--- src/rtl/jtag_tap_sync.sv ---
// Oversampled IEEE 1149.1 TAP controller: JTAG pins are synchronized into clk_i and
// TCK edges act as clock enables for the TAP FSM, IR, IDCODE/BYPASS/USER data registers.
module jtag_tap_sync #(
   parameter logic [31:0] IdCode     = 32'h1E20_0DB3,
   parameter int unsigned IrWidth    = 5,
   parameter int unsigned SyncStages = 2
) (
   input  logic        clk_i,
   input  logic        rst_ni,
   input  logic        jtag_tck,
   input  logic        jtag_tms,
   input  logic        jtag_tdi,
   input  logic        jtag_trst_n,
   output logic        jtag_tdo,
   output logic        jtag_tdo_oe,
   input  logic [31:0] user_capture_i,
   output logic [31:0] user_data_o,
   output logic        user_update_o,
   output logic [3:0]  tap_state_o
);

   typedef enum logic [3:0] {
      TLR    = 4'd0,
      RTI    = 4'd1,
      SEL_DR = 4'd2,
      CAP_DR = 4'd3,
      SH_DR  = 4'd4,
      EX1_DR = 4'd5,
      PAU_DR = 4'd6,
      EX2_DR = 4'd7,
      UPD_DR = 4'd8,
      SEL_IR = 4'd9,
      CAP_IR = 4'd10,
      SH_IR  = 4'd11,
      EX1_IR = 4'd12,
      PAU_IR = 4'd13,
      EX2_IR = 4'd14,
      UPD_IR = 4'd15
   } tap_state_e;

   localparam logic [IrWidth-1:0] IrIdcode = IrWidth'(1);
   localparam logic [IrWidth-1:0] IrUser   = IrWidth'(16);

   // Pin bundle layout {trst_n, tdi, tms, tck}; TRST_N idles high so the TAP is not held in reset.
   localparam logic [3:0] SyncRst = 4'b1000;

   logic [3:0] sync_q [SyncStages];
   logic       tck_s, tms_s, tdi_s, trst_s;
   logic       tck_prev_q;
   logic       tck_rise, tck_fall;

   tap_state_e state_q, state_d;

   logic [IrWidth-1:0] ir_q, ir_shift_q;
   logic [31:0]        dr_shift_q;
   logic               sel_idcode, sel_user;

   // ------------------------------------------------------------------
   // Input synchronizer and TCK edge detection
   // ------------------------------------------------------------------
   always_ff @(posedge clk_i or negedge rst_ni) begin
      if (!rst_ni) begin
         // NOTE: this array is a few flops, not a RAM, so every stage is reset explicitly.
         for (int i = 0; i < SyncStages; i++) sync_q[i] <= SyncRst;
         tck_prev_q <= 1'b0;
      end else begin
         // NOTE: non-blocking assignments make each stage take the previous stage's pre-edge value.
         sync_q[0] <= {jtag_trst_n, jtag_tdi, jtag_tms, jtag_tck};
         for (int i = 1; i < SyncStages; i++) sync_q[i] <= sync_q[i-1];
         tck_prev_q <= tck_s;
      end
   end

   assign {trst_s, tdi_s, tms_s, tck_s} = sync_q[SyncStages-1];
   assign tck_rise = tck_s & ~tck_prev_q;
   assign tck_fall = ~tck_s & tck_prev_q;

   // ------------------------------------------------------------------
   // TAP state machine
   // ------------------------------------------------------------------
   always_ff @(posedge clk_i or negedge rst_ni) begin
      if (!rst_ni) state_q <= TLR;
      else         state_q <= state_d;
   end

   always_comb begin
      // NOTE: default first so every path assigns state_d and no latch is inferred.
      state_d = state_q;
      if (tck_rise) begin
         case (state_q)
            TLR:    state_d = tms_s ? TLR    : RTI;
            RTI:    state_d = tms_s ? SEL_DR : RTI;
            SEL_DR: state_d = tms_s ? SEL_IR : CAP_DR;
            CAP_DR: state_d = tms_s ? EX1_DR : SH_DR;
            SH_DR:  state_d = tms_s ? EX1_DR : SH_DR;
            EX1_DR: state_d = tms_s ? UPD_DR : PAU_DR;
            PAU_DR: state_d = tms_s ? EX2_DR : PAU_DR;
            EX2_DR: state_d = tms_s ? UPD_DR : SH_DR;
            UPD_DR: state_d = tms_s ? SEL_DR : RTI;
            SEL_IR: state_d = tms_s ? TLR    : CAP_IR;
            CAP_IR: state_d = tms_s ? EX1_IR : SH_IR;
            SH_IR:  state_d = tms_s ? EX1_IR : SH_IR;
            EX1_IR: state_d = tms_s ? UPD_IR : PAU_IR;
            PAU_IR: state_d = tms_s ? EX2_IR : PAU_IR;
            EX2_IR: state_d = tms_s ? UPD_IR : SH_IR;
            UPD_IR: state_d = tms_s ? SEL_DR : RTI;
         endcase
      end
      if (!trst_s) state_d = TLR;
   end

   assign tap_state_o = state_q;

   // ------------------------------------------------------------------
   // Instruction decode; anything other than IDCODE or USER selects BYPASS
   // ------------------------------------------------------------------
   assign sel_idcode = (ir_q == IrIdcode);
   assign sel_user   = (ir_q == IrUser);

   // ------------------------------------------------------------------
   // IR / DR shift paths and USER update, acting on the state being exited
   // ------------------------------------------------------------------
   always_ff @(posedge clk_i or negedge rst_ni) begin
      if (!rst_ni) begin
         ir_q          <= IrIdcode;
         ir_shift_q    <= '0;
         dr_shift_q    <= '0;
         user_data_o   <= '0;
         user_update_o <= 1'b0;
      end else begin
         user_update_o <= 1'b0;
         if (!trst_s) begin
            ir_q <= IrIdcode;
         end else if (tck_rise) begin
            case (state_q)
               CAP_IR: ir_shift_q <= IrWidth'(2'b01);
               SH_IR:  ir_shift_q <= {tdi_s, ir_shift_q[IrWidth-1:1]};
               UPD_IR: ir_q       <= ir_shift_q;
               CAP_DR: begin
                  if (sel_idcode)    dr_shift_q <= IdCode;
                  else if (sel_user) dr_shift_q <= user_capture_i;
                  else               dr_shift_q <= '0;
               end
               SH_DR: begin
                  if (sel_idcode || sel_user) dr_shift_q    <= {tdi_s, dr_shift_q[31:1]};
                  else                        dr_shift_q[0] <= tdi_s;
               end
               UPD_DR: begin
                  if (sel_user) begin
                     user_data_o   <= dr_shift_q;
                     user_update_o <= 1'b1;
                  end
               end
               default: ;
            endcase
            if (state_d == TLR) ir_q <= IrIdcode;
         end
      end
   end

   // ------------------------------------------------------------------
   // TDO launches on the falling TCK edge so the host samples it on the next rise
   // ------------------------------------------------------------------
   always_ff @(posedge clk_i or negedge rst_ni) begin
      if (!rst_ni) begin
         jtag_tdo    <= 1'b0;
         jtag_tdo_oe <= 1'b0;
      end else if (tck_fall) begin
         case (state_q)
            SH_DR: begin
               jtag_tdo    <= dr_shift_q[0];
               jtag_tdo_oe <= 1'b1;
            end
            SH_IR: begin
               jtag_tdo    <= ir_shift_q[0];
               jtag_tdo_oe <= 1'b1;
            end
            default: jtag_tdo_oe <= 1'b0;
         endcase
      end
   end

endmodule

--- config.mk ---
export PLATFORM = sky130hd
export DESIGN_NAME = jtag_tap_sync
export DESIGN_NICKNAME = d
export VERILOG_FILES = /design/src/rtl/jtag_tap_sync.sv
export SDC_FILE = /design/constraint.sdc
export NUM_CORES = 1
export LEC_CHECK = 0
export ABC_CLOCK_PERIOD_IN_PS = 2320
export CAP_MARGIN = 40
export CORE_MARGIN = 2
export CORE_UTILIZATION = 50
export CTS_CLUSTER_DIAMETER = 50
export CTS_CLUSTER_SIZE = 20
export DETAILED_ROUTE_END_ITERATION = 7
export PLACE_DENSITY = 0.77
export SKIP_CTS_REPAIR_TIMING = 1
export SKIP_LAST_GASP = 1
export SLEW_MARGIN = 20
export SYNTH_ARGS = -nofsm -noshare
export SYNTH_HDL_FRONTEND = slang
export SYNTH_SLANG_ARGS = --single-unit
--- constraint.sdc ---
create_clock -name clk_i -period 2.32 [get_ports clk_i]
set_input_delay 0.232 -clock clk_i [delete_from_list [all_inputs] [get_ports clk_i]]
set_output_delay 0.232 -clock clk_i [all_outputs]
set_load 0.02 [all_outputs]
Word-level counts from Yosys, hierarchy flattened:

Index checks and enable logic that the tools add are counted.

* bitwise logic cells: 4
* reduce and logical (&&, ||, !) cells: 16
* equality and inequality tests: 20
* multiplexer cells: 31

Operators by type and width (count)
* 32-bit 2-to-1 mux: 2
* 32-bit one-hot mux with 2 select lines: 1
* 4-bit one-hot mux with 12 select lines: 1
* 4-bit == test, second input constant: 8
* 31-bit 2-to-1 mux: 1
* 4-bit 2-to-1 mux: 6
* 5-bit 2-to-1 mux: 4
* 4-bit by 3-bit == test with 1-bit output, second input constant: 4
* 5-bit one-hot mux with 2 select lines: 1
* 1-bit 2-to-1 mux: 9
* 4-bit by 2-bit == test with 1-bit output, second input constant: 2
* 4-bit zero test: 2
* 4-bit AND reduction: 2
* 2-bit 2-to-1 mux: 3
* 3-bit 2-to-1 mux: 2
* 3-bit AND reduction: 2
* 2-bit nonzero test: 3
* 2-bit OR reduction: 3
* 5-bit by 1-bit == test with 1-bit output, second input constant: 1
* 5-bit == test, second input constant: 1
* 4-bit by 1-bit == test with 1-bit output, second input constant: 1
* 2-bit AND reduction: 2
* 3-bit by 1-bit != test with 1-bit output, second input constant: 1
* 3-bit OR reduction: 1
* 6 further kinds: 8

* bits of input ports: 38
* output and inout port bits: 39
* logic and storage cells: 83
* register bits: 90

Logic depth before layout (Yosys ltp):

Gate-level depths: netlist of run 1.

* depth after elaboration: 9
* depth in mapped cells: 8
* mapped depth without buffers: 4

Least setup slack after synthesis of run 1:

Ideal clock, no wire load.

* path type: reg2reg
* from: register state_q[1], in the netlist tap_state_o[1]
* to: register dr_shift_q[3]
* period minus slack after synthesis: 2.198 ns
* path buffers: 4
* cell stages (with the launch flop): 9
* data arrival time: 2.073 ns
* data required time: 2.195 ns
* library setup time: 0.125 ns
* slack: 0.122 ns
* cell sequence: dfrtp_1 > buf_6 > or4b_4 > buf_6 > and3_4 > buf_6 > buf_6 > a22o_1 > mux2_4

* word-level cells in the longest chain between the ends: 3
* elaborated cells between the ends (all ways): 6
* those cells by class: 3 x eq/ne; 1 x mux; 2 x reduce/logical

RTL lines
* start, declared: line 52 `tap_state_e state_q, state_d;`
* start signal, assigned: line 83 `else state_q <= state_d;`
* 4-bit by 3-bit == test with 1-bit output or 4-bit by 2-bit == test with 1-bit output (tied branches): line 135 `case (state_q)`
* 2-bit != test (no line) or 2-bit nonzero test (tied branches)
* 4-bit AND reduction (no line)
* end signal, assigned: line 140 `if (sel_idcode) dr_shift_q <= IdCode;`
* end signal, assigned: line 141 `else if (sel_user) dr_shift_q <= user_capture_i;`
* end signal, assigned: line 145 `if (sel_idcode || sel_user) dr_shift_q <= {tdi_s, dr_shift_q[31:1]};`
* end, declared: line 55 `logic [31:0] dr_shift_q;`

Several ways; a longest one is shown, not always the timed one.
A chain may end at the register's enable or synchronous reset.

Final worst setup path of run 1:

* from: register ir_q[0]
* to: register dr_shift_q[27]

* word-level cells in the longest chain between the ends: 4
* elaborated cells between the ends (all ways): 8
* those cells by class: 3 x eq/ne; 3 x mux; 2 x reduce/logical

RTL lines
* start, declared: line 54 `logic [IrWidth-1:0] ir_q, ir_shift_q;`
* start signal, assigned: line 125 `ir_q <= IrIdcode;`
* start signal, assigned: line 133 `ir_q <= IrIdcode;`
* start signal, assigned: line 138 `UPD_IR: ir_q <= ir_shift_q;`
* 5-bit == test or 5-bit by 1-bit == test with 1-bit output (tied branches): line 118, 117
* 32-bit 2-to-1 mux or 1-bit logical OR (tied branches): line 141, 145
* 32-bit 2-to-1 mux or 2-bit != test (tied branches)
* 32-bit one-hot mux with 2 select lines or 4-bit AND reduction (tied branches)

Several ways; a longest one is shown, not always the timed one.

==> flow_summary.ini, run 1 <==
[status]
status = finished clean

[detailed_routing]
via_per_inst = 5.75
routed_wl_um = 8990
wl_per_cell_um = 17.1
drt_first_iter_violations = 112
vias = 3029
drc = 0
firstDrtPassIters = 4
ant_nets = 0

[cts]
path_clk_slew_ps = 90
cts.htree.levels = 3
cts_tree = done
clkLatencyLatePin_ps = 360
root_buffer = clkbuf_8
clockBufferDepth = 2
cts_made_buffers = 9
cts_num_sinks = 90

[synthesis]
seq_area_frac_synth_pct = 54.4
synth-edff-count = 0
synthCells = 337
syn_nets = 375
ys_warn_count = 0
netlist_area_um2 = 4140
ys_ff_latch = 90
ys.flop_type = dfrtp_1
ys_types = 46
avgSynthCellArea_um2 = 12.3
async_flop_share_pct = 100

[setup_path]
crit_type = reg2reg
critPathSlowestCell = dfstp_2
max_stage_delay_ps = 550
crit_family = flip-flops
critical_path_required_ps = 2570
cp-start-kind = register
path_cells = nor2b_1 > o2111ai_1 > a211oi_4 > buf_12 > mux2_2
crit_buf_inv = 1
crit_path_end_kind = register
worstPathMaxFanout = 31
cp.arrival_ps = 2240

[pwr]
leakagePower_uw = 0.00237
power_uw = 3050
vdd_ir_drop_max_v = 0.000282
p_per_area_nw_per_um2 = 576

[finish]
multi_input_area_um2 = 1740
diodes = 0
layout_common_cells = dfrtp_1 (87), clkdlybuf4s50_1 (75), mux2_2 (54), nor2_1 (21), a22o_1 (20)
seq_area_um2 = 2260
fin_nets = 455
mostFrequentLayoutCell = dfrtp_1
fill_cells = 626
drive_gt1_share_pct = 25.4
syn2layout_area_growth_pct = 27.7

[die]
initial_core_util_pct = 50.9
die-width_um = 95.0
pin_count = 77
rows = 33
die_h_um = 95.0
fp.coreArea_um2 = 8130
die-area_um2 = 9030

[sta]
period_share_pct = 85.9
layout_min_cycle_time_ps = 1990
tns_ps = 0
drv_slew = 0
max_freq_ghz = 0.502
final_hold_viol_count = 0
hold_slack_ps = 274
worst_pin_slew_ps = 515
rsz0062_at_grt = false
relSlewSlack_pct = 65.6
setup_violations = 0
fin_skew_ps = 10.0

[global_routing]
grt_pass1_wl_um = 15000
antenna_found_initial = 0
grt_pass1_vias = 3033
grt_max_degree = 41
track_usage_pct = 21.6
gr-total-overflow = 0

[place]
io_buffers = 76
dp_hpwl_um = 6200
routabilityCongestion = 0.878

[min_path]
hp-class = in2reg

[run]
drv_cap = 0
[area by class of cell]
type	count	area share (%)
Tap cell	105	2.48
Clock buffer	11	2.67
Timing Repair Buffer	94	17.2
Sequential cell	90	42.6
Multi-Input combinational cell	214	32.9
Inverter	8	0.567
Clock inverter	5	1.61
[sequential cells by signal, summed over array words and instances, names as in the netlist]
signal         count
sync_q             8
tck_prev_q         1
dr_shift_q        32
ir_shift_q         5
user_data_o       32
user_update_o      1
ir_q               5
tap_state_o        4
jtag_tdo_oe        1
jtag_tdo           1
[kinds of logic after synthesis]
group,Yosys count,synth area share (%)
DFF,90,54.4
xor gates and xnor gates,1,0.211
buffers and inverters,33,3.89
muxes,72,20.3
and+or+nand+nor,70,9.12
AOI/OAI and AO/OA,71,12.1
[metal layers]
layer	track usage, %	wire [um]	up-vias
met5	0	0	-
met4	9.66	186	0
met3	3.48	353	17
met2	33.0	4220	85
met1	30.7	4230	1537
li1	-	-	1390
[path summary, 6_finish.rpt]
path                             startpoint        endpoint  slack (ps)  cells after the start
worst min register to register    sync_q[4]       sync_q[0]         360                      0
worst min-delay path            jtag_trst_n       sync_q[7]         270                      1
min in group asynchronous            rst_ni  user_data_o[0]         380                      2
max in group asynchronous            rst_ni         ir_q[0]        1220                      3
worst max register to register      ir_q[0]  dr_shift_q[27]         330                      5
worst max-delay path                ir_q[0]  dr_shift_q[27]         330                      5
[metrics by stage]
step	area (um2)	worst slack, ps	cells	utilization (%)
finish	5290	328	527	65.1
global route	5290	212	527	65.1
CTS	5280	318	526	64.9
detailed placement	5060	337	510	62.2
global placement	5050	374	509	62.1
floorplan	4140	122	337	-
[cell usage after synthesis, types with 4 or more instances]
master,n,area (um2)
a211oi_1,5,37.5
a21oi_1,18,90.1
a22o_1,20,175
buf_1,4,15.0
buf_6,4,45.0
clkbuf_1,13,48.8
dfrtp_1,87,2180
inv_1,8,30.0
mux2_2,54,608
mux2_4,10,150
mux2i_1,7,70.1
nand2_1,6,22.5
nand3_1,17,85.1
nor2_1,21,78.8
nor2b_1,6,37.5
o21ai_0,10,50.1
[where the power goes]
group | internal (uW) | leakage, uW | total (uW) | switching [uW]
Clock | 642 | 0.000110 | 1190 | 549
Sequential | 1610 | 0.00122 | 1660 | 41.7
Combinational | 110 | 0.00103 | 204 | 93.8
[worst register-to-register path: stages, from the launching register on]
cell and delay, ps:
dfstp_2 550, nor2b_1 200, o2111ai_1 180, a211oi_4 320
buf_12 260, mux2_2 380
(Power assumes the default switching activity.)
==> run 2, diff against run 1 <==
Settings changed: REMOVE_ABC_BUFFERS set to 1.
==> run 2 against run 1 <==
Net effect:
- count of clock-buffer cells in the layout shrank 1
- critical path depth unchanged
- worst hold slack improved by 15 ps
- final cell count down 0.19%
- setup slack got worse by 80 ps
- fmax down 3.8%
- clock skew grew 3.8 ps
- non-clock buffer count down 1
- combinational power increased by 2%
- total power decreased by 2.7%
- critical path type unchanged
==> flow_summary.ini, run 2 (synthesis results as in run 1) <==
[status]
status = finished clean

[setup_path]
path_cells = nor2b_1 > o2111ai_1 > a211oi_4 > buf_12 > mux2_2
crit_path_end_kind = register
reg2reg_slack_ps = 250
critical_path_required_ps = 2560
crit_type = reg2reg
worstPathMaxFanout = 31
critPathSlowestCell = dfstp_2
timing.rr.end = dr_shift_q[29]
max_stage_delay_ps = 550
crit_buf_inv = 1
crit_family = flip-flops
reg2reg_depth = 5
r2r-start = ir_q[0]
cp-start-kind = register
cp.arrival_ps = 2320
critical_path_depth = 5

[finish]
drive_gt1_share_pct = 25.4
diodes = 0
fin_area_um2 = 5280
reg_top3 = dr_shift_q (32), user_data_o (32), sync_q (8)
fin_nets = 454
syn2layout_area_growth_pct = 27.4
fill_cells = 624
layout_common_cells = dfrtp_1 (87), clkdlybuf4s50_1 (75), mux2_2 (54), nor2_1 (21), a22o_1 (20)
mostFrequentLayoutCell = dfrtp_1
fin_cells = 526

[sta]
final_hold_viol_count = 0
max_freq_ghz = 0.483
period_share_pct = 89.3
relSlewSlack_pct = 53.8
setup_ws_ps = 248
layout_min_cycle_time_ps = 2070
worst_pin_slew_ps = 693
fin_skew_ps = 13.8
drv_slew = 0
hold_slack_ps = 288
setup_violations = 0
rsz0062_at_grt = false

[cts]
cts_tree = done
root_buffer = clkbuf_8
clockBufferDepth = 2
cts_made_buffers = 9
cts.htree.levels = 3
cts_num_sinks = 90
clkLatencyLatePin_ps = 360
path_clk_slew_ps = 90

[global_routing]
use_met3_pct = 3.72
gr-total-overflow = 0
grt_pass1_wl_um = 14700
antenna_found_initial = 0
grt_pass1_vias = 2942
grt_most_used_layer = met2
track_usage_pct = 21.3
grt_max_degree = 56
gr-usage-met2_pct = 32.9
use_met1_pct = 30.3

[pwr]
combPwrFrac_pct = 7.0
internal_power_uw = 2270
p_per_area_nw_per_um2 = 562
seqPwrFrac_pct = 55.7
p_switching_uw = 701
switching_share_pct = 23.6
vdd_ir_drop_max_v = 0.000303
p_clk_share_pct = 37.3
leakagePower_uw = 0.00236
power_uw = 2970

[detailed_routing]
firstDrtPassIters = 4
vias = 2969
ant_nets = 0
routed_wl_um = 8900
drc = 0
via_per_inst = 5.64
wl_per_cell_um = 16.9
drt_first_iter_violations = 195

[min_path]
hold_path.startpoint = jtag_trst_n
hp-class = in2reg
hold_depth = 1
hold_path_end = sync_q[7]

[die]
die-area_um2 = 9030
die_h_um = 95.0
rows = 33
fp.coreArea_um2 = 8130
initial_core_util_pct = 50.9
pin_count = 77
die-width_um = 95.0

[place]
post-place-ws_ps = 269
dp.cells = 509
routabilityCongestion = 0.777
placed_area_um2 = 5060
io_buffers = 76
dp_hpwl_um = 6090

[run]
drv_cap = 0
run 2: final cells by class:
type,instances,area (um2),share of cell area (%)
inverters,8,30.0,0.569
repair buffers,93,913,17.3
clock inverters,6,71.3,1.35
clock buffers,10,138,2.61
well taps,105,131,2.49
multi-input cells,214,1740,33.0
flip-flops and latches,90,2260,42.7
run 2: worst max-delay path by stage:
stage | start | to | slack, ps
floorplan | ir_q[3] | dr_shift_q[10] | -1090
global placement | ir_q[0] | dr_shift_q[20] | 350
detailed placement | ir_q[0] | dr_shift_q[29] | 270
CTS | ir_q[0] | dr_shift_q[8] | 240
global route | ir_q[0] | dr_shift_q[29] | 140
finish | ir_q[0] | dr_shift_q[29] | 250
run 2: power by group through the flow:
stage / sequential (uW) / combinational, uW / clock, uW
6_report: 1650 / 208 / 1110
2_1_floorplan: 1680 / 64.9 / 0
4_1_cts: 1650 / 209 / 1130
3_3_place_gp: 1680 / 203 / 0
3_5_place_dp: 1680 / 208 / 0
5_1_grt: 1660 / 228 / 1200
run 2: worst register-to-register path, cell delays in order (launching register included):
cell	delay [ps]
dfstp_2	550
nor2b_1	230
o2111ai_1	210
a211oi_4	330
buf_12	260
mux2_2	370
run 2: per-stage QoR:
| stage | util [%] | TNS, ps |
|---|---|---|
| 6_report | 64.9 | 0 |
| 5_1_grt | 64.9 | 0 |
| 4_1_cts | 64.8 | 0 |
| 3_5_place_dp | 62.2 | 0 |
| 3_3_place_gp | 62.1 | 0 |
| 2_1_floorplan | - | -49400 |
run 2: routing by layer:
layer	vias to the layer above	part of all wire (%)
met5	-	0
met4	0	2.0
met3	13	4.5
met2	87	48
met1	1483	45
li1	1386	-
==> run 3, diff against run 2 <==
Settings changed: CTS_CLUSTER_DIAMETER 50 to not set, SLEW_MARGIN 20 to not set.
==> run 3 against run 2 <==
Net effect:
- final cell count is the same
- worst hold slack gained 6.8 ps
- non-clock buffer count is the same
- register-to-register slack gained 70 ps
- clock power is essentially flat
- first-iteration DRC count grew 3.1%
- global-route usage is essentially flat
- setup slack gained 71 ps
- sequential cell count is the same
- design area is the same
- sequential share of layout area is the same
==> flow_summary.ini, run 3 (synthesis results as in run 1) <==
[die]
rows = 33
die_h_um = 95.0
pin_count = 77
initial_core_util_pct = 50.9
fp.coreArea_um2 = 8130
die-width_um = 95.0
die-area_um2 = 9030

[global_routing]
grt_max_degree = 56
track_usage_pct = 21.3
antenna_found_initial = 0
gr-usage-met2_pct = 32.5
use_met1_pct = 30.7
grt_pass1_vias = 2957
gr-total-overflow = 0
grt_pass1_wl_um = 14800
use_met3_pct = 2.92
grt_most_used_layer = met2

[place]
dp.cells = 509
routabilityCongestion = 0.777
dp_hpwl_um = 6060
placed_area_um2 = 5060
post-place-ws_ps = 339
io_buffers = 76

[finish]
fin_cells = 526
seq_area_um2 = 2260
layout_common_cells = dfrtp_1 (87), clkdlybuf4s50_1 (75), mux2_2 (54), nor2_1 (21), a22o_1 (20)
drive_gt1_share_pct = 25.4
fin_area_um2 = 5280
reg_top3 = dr_shift_q (32), user_data_o (32), sync_q (8)
finish.utilization_pct = 64.9
multi_input_area_um2 = 1740
fill_cells = 633
fin_nets = 454
syn2layout_area_growth_pct = 27.4
mostFrequentLayoutCell = dfrtp_1
diodes = 0

[detailed_routing]
firstDrtPassIters = 4
routed_wl_um = 8930
drc = 0
wl_per_cell_um = 17.0
ant_nets = 0
via_per_inst = 5.70
drt_first_iter_violations = 201
vias = 2999

[setup_path]
max_stage_delay_ps = 550
timing.rr.end = dr_shift_q[29]
worstPathMaxFanout = 31
crit_family = flip-flops
crit_type = reg2reg
critPathSlowestCell = dfstp_2
critical_path_required_ps = 2560
r2r-start = ir_q[0]
path_cells = nor2b_1 > o2111ai_1 > a211oi_4 > buf_12 > mux2_2
cp.arrival_ps = 2240
crit_path_end_kind = register
cp-start-kind = register
crit_buf_inv = 1
reg2reg_slack_ps = 320
reg2reg_depth = 5

[sta]
fin_skew_ps = 14.8
period_share_pct = 86.2
worst_pin_slew_ps = 688
max_freq_ghz = 0.500
drv_slew = 0
relSlewSlack_pct = 54.1
hold_slack_ps = 295
setup_ws_ps = 319
setup_violations = 0
rsz0062_at_grt = false
layout_min_cycle_time_ps = 2000
final_hold_viol_count = 0

[run]
drv_cap = 0

[cts]
cts.htree.levels = 3
path_clk_slew_ps = 90
cts_made_buffers = 9
cts_num_sinks = 90
clkLatencyLatePin_ps = 350
root_buffer = clkbuf_8
cts_tree = done
clockBufferDepth = 2

[min_path]
hp-class = in2reg
hold_path.startpoint = jtag_trst_n
hold_path_end = sync_q[7]
hold_depth = 1

[status]
status = finished clean

[pwr]
vdd_ir_drop_max_v = 0.000370
leakagePower_uw = 0.00236
p_per_area_nw_per_um2 = 561
run 3: per-stage QoR:
step / power, uW / setup TNS [ps]
4_1_cts: 2990 / 0
3_3_place_gp: 1880 / 0
6_report: 2960 / 0
5_1_grt: 3090 / 0
3_5_place_dp: 1890 / 0
2_1_floorplan: 1750 / -49400
run 3: power breakdown:
group          internal (uW)  switching [uW]  total [uW]
Sequential              1610            36.8        1650
Combinational            113            95.2         208
Clock                    541             565        1110
Total                   2270             697        2960
run 3: worst max-delay path by stage:
stage	startpoint	to	slack, ps	cells past startpoint
6_report	ir_q[0]	dr_shift_q[29]	320	5
5_1_grt	tap_state_o[2]	user_data_o[8]	200	6
4_1_cts	ir_q[0]	dr_shift_q[21]	320	5
3_5_place_dp	ir_q[0]	dr_shift_q[29]	340	5
3_3_place_gp	ir_q[0]	dr_shift_q[20]	350	5
2_1_floorplan	ir_q[3]	dr_shift_q[10]	-1090	4
run 3: final cells by class:
| type | instances | share of cell area, % |
|---|---|---|
| Clock inverter | 6 | 1.35 |
| Multi-Input combinational cell | 214 | 33.0 |
| Clock buffer | 10 | 2.61 |
| Sequential cell | 90 | 42.7 |
| Inverter | 8 | 0.569 |
| Tap cell | 105 | 2.49 |
| Timing Repair Buffer | 93 | 17.3 |
run 3: worst reg2reg max path, stage by stage (launching register included):
cell       delay, ps
dfstp_2          550
nor2b_1          200
o2111ai_1        190
a211oi_4         320
buf_12           260
mux2_2           380
run 3: metal layers:
layer  share of wire [%]  vias to the layer above
met3                 4.1                       10
met4                 1.7                        0
met5                   0                        -
li1                    -                     1398
met2                  48                       76
met1                  46                     1515
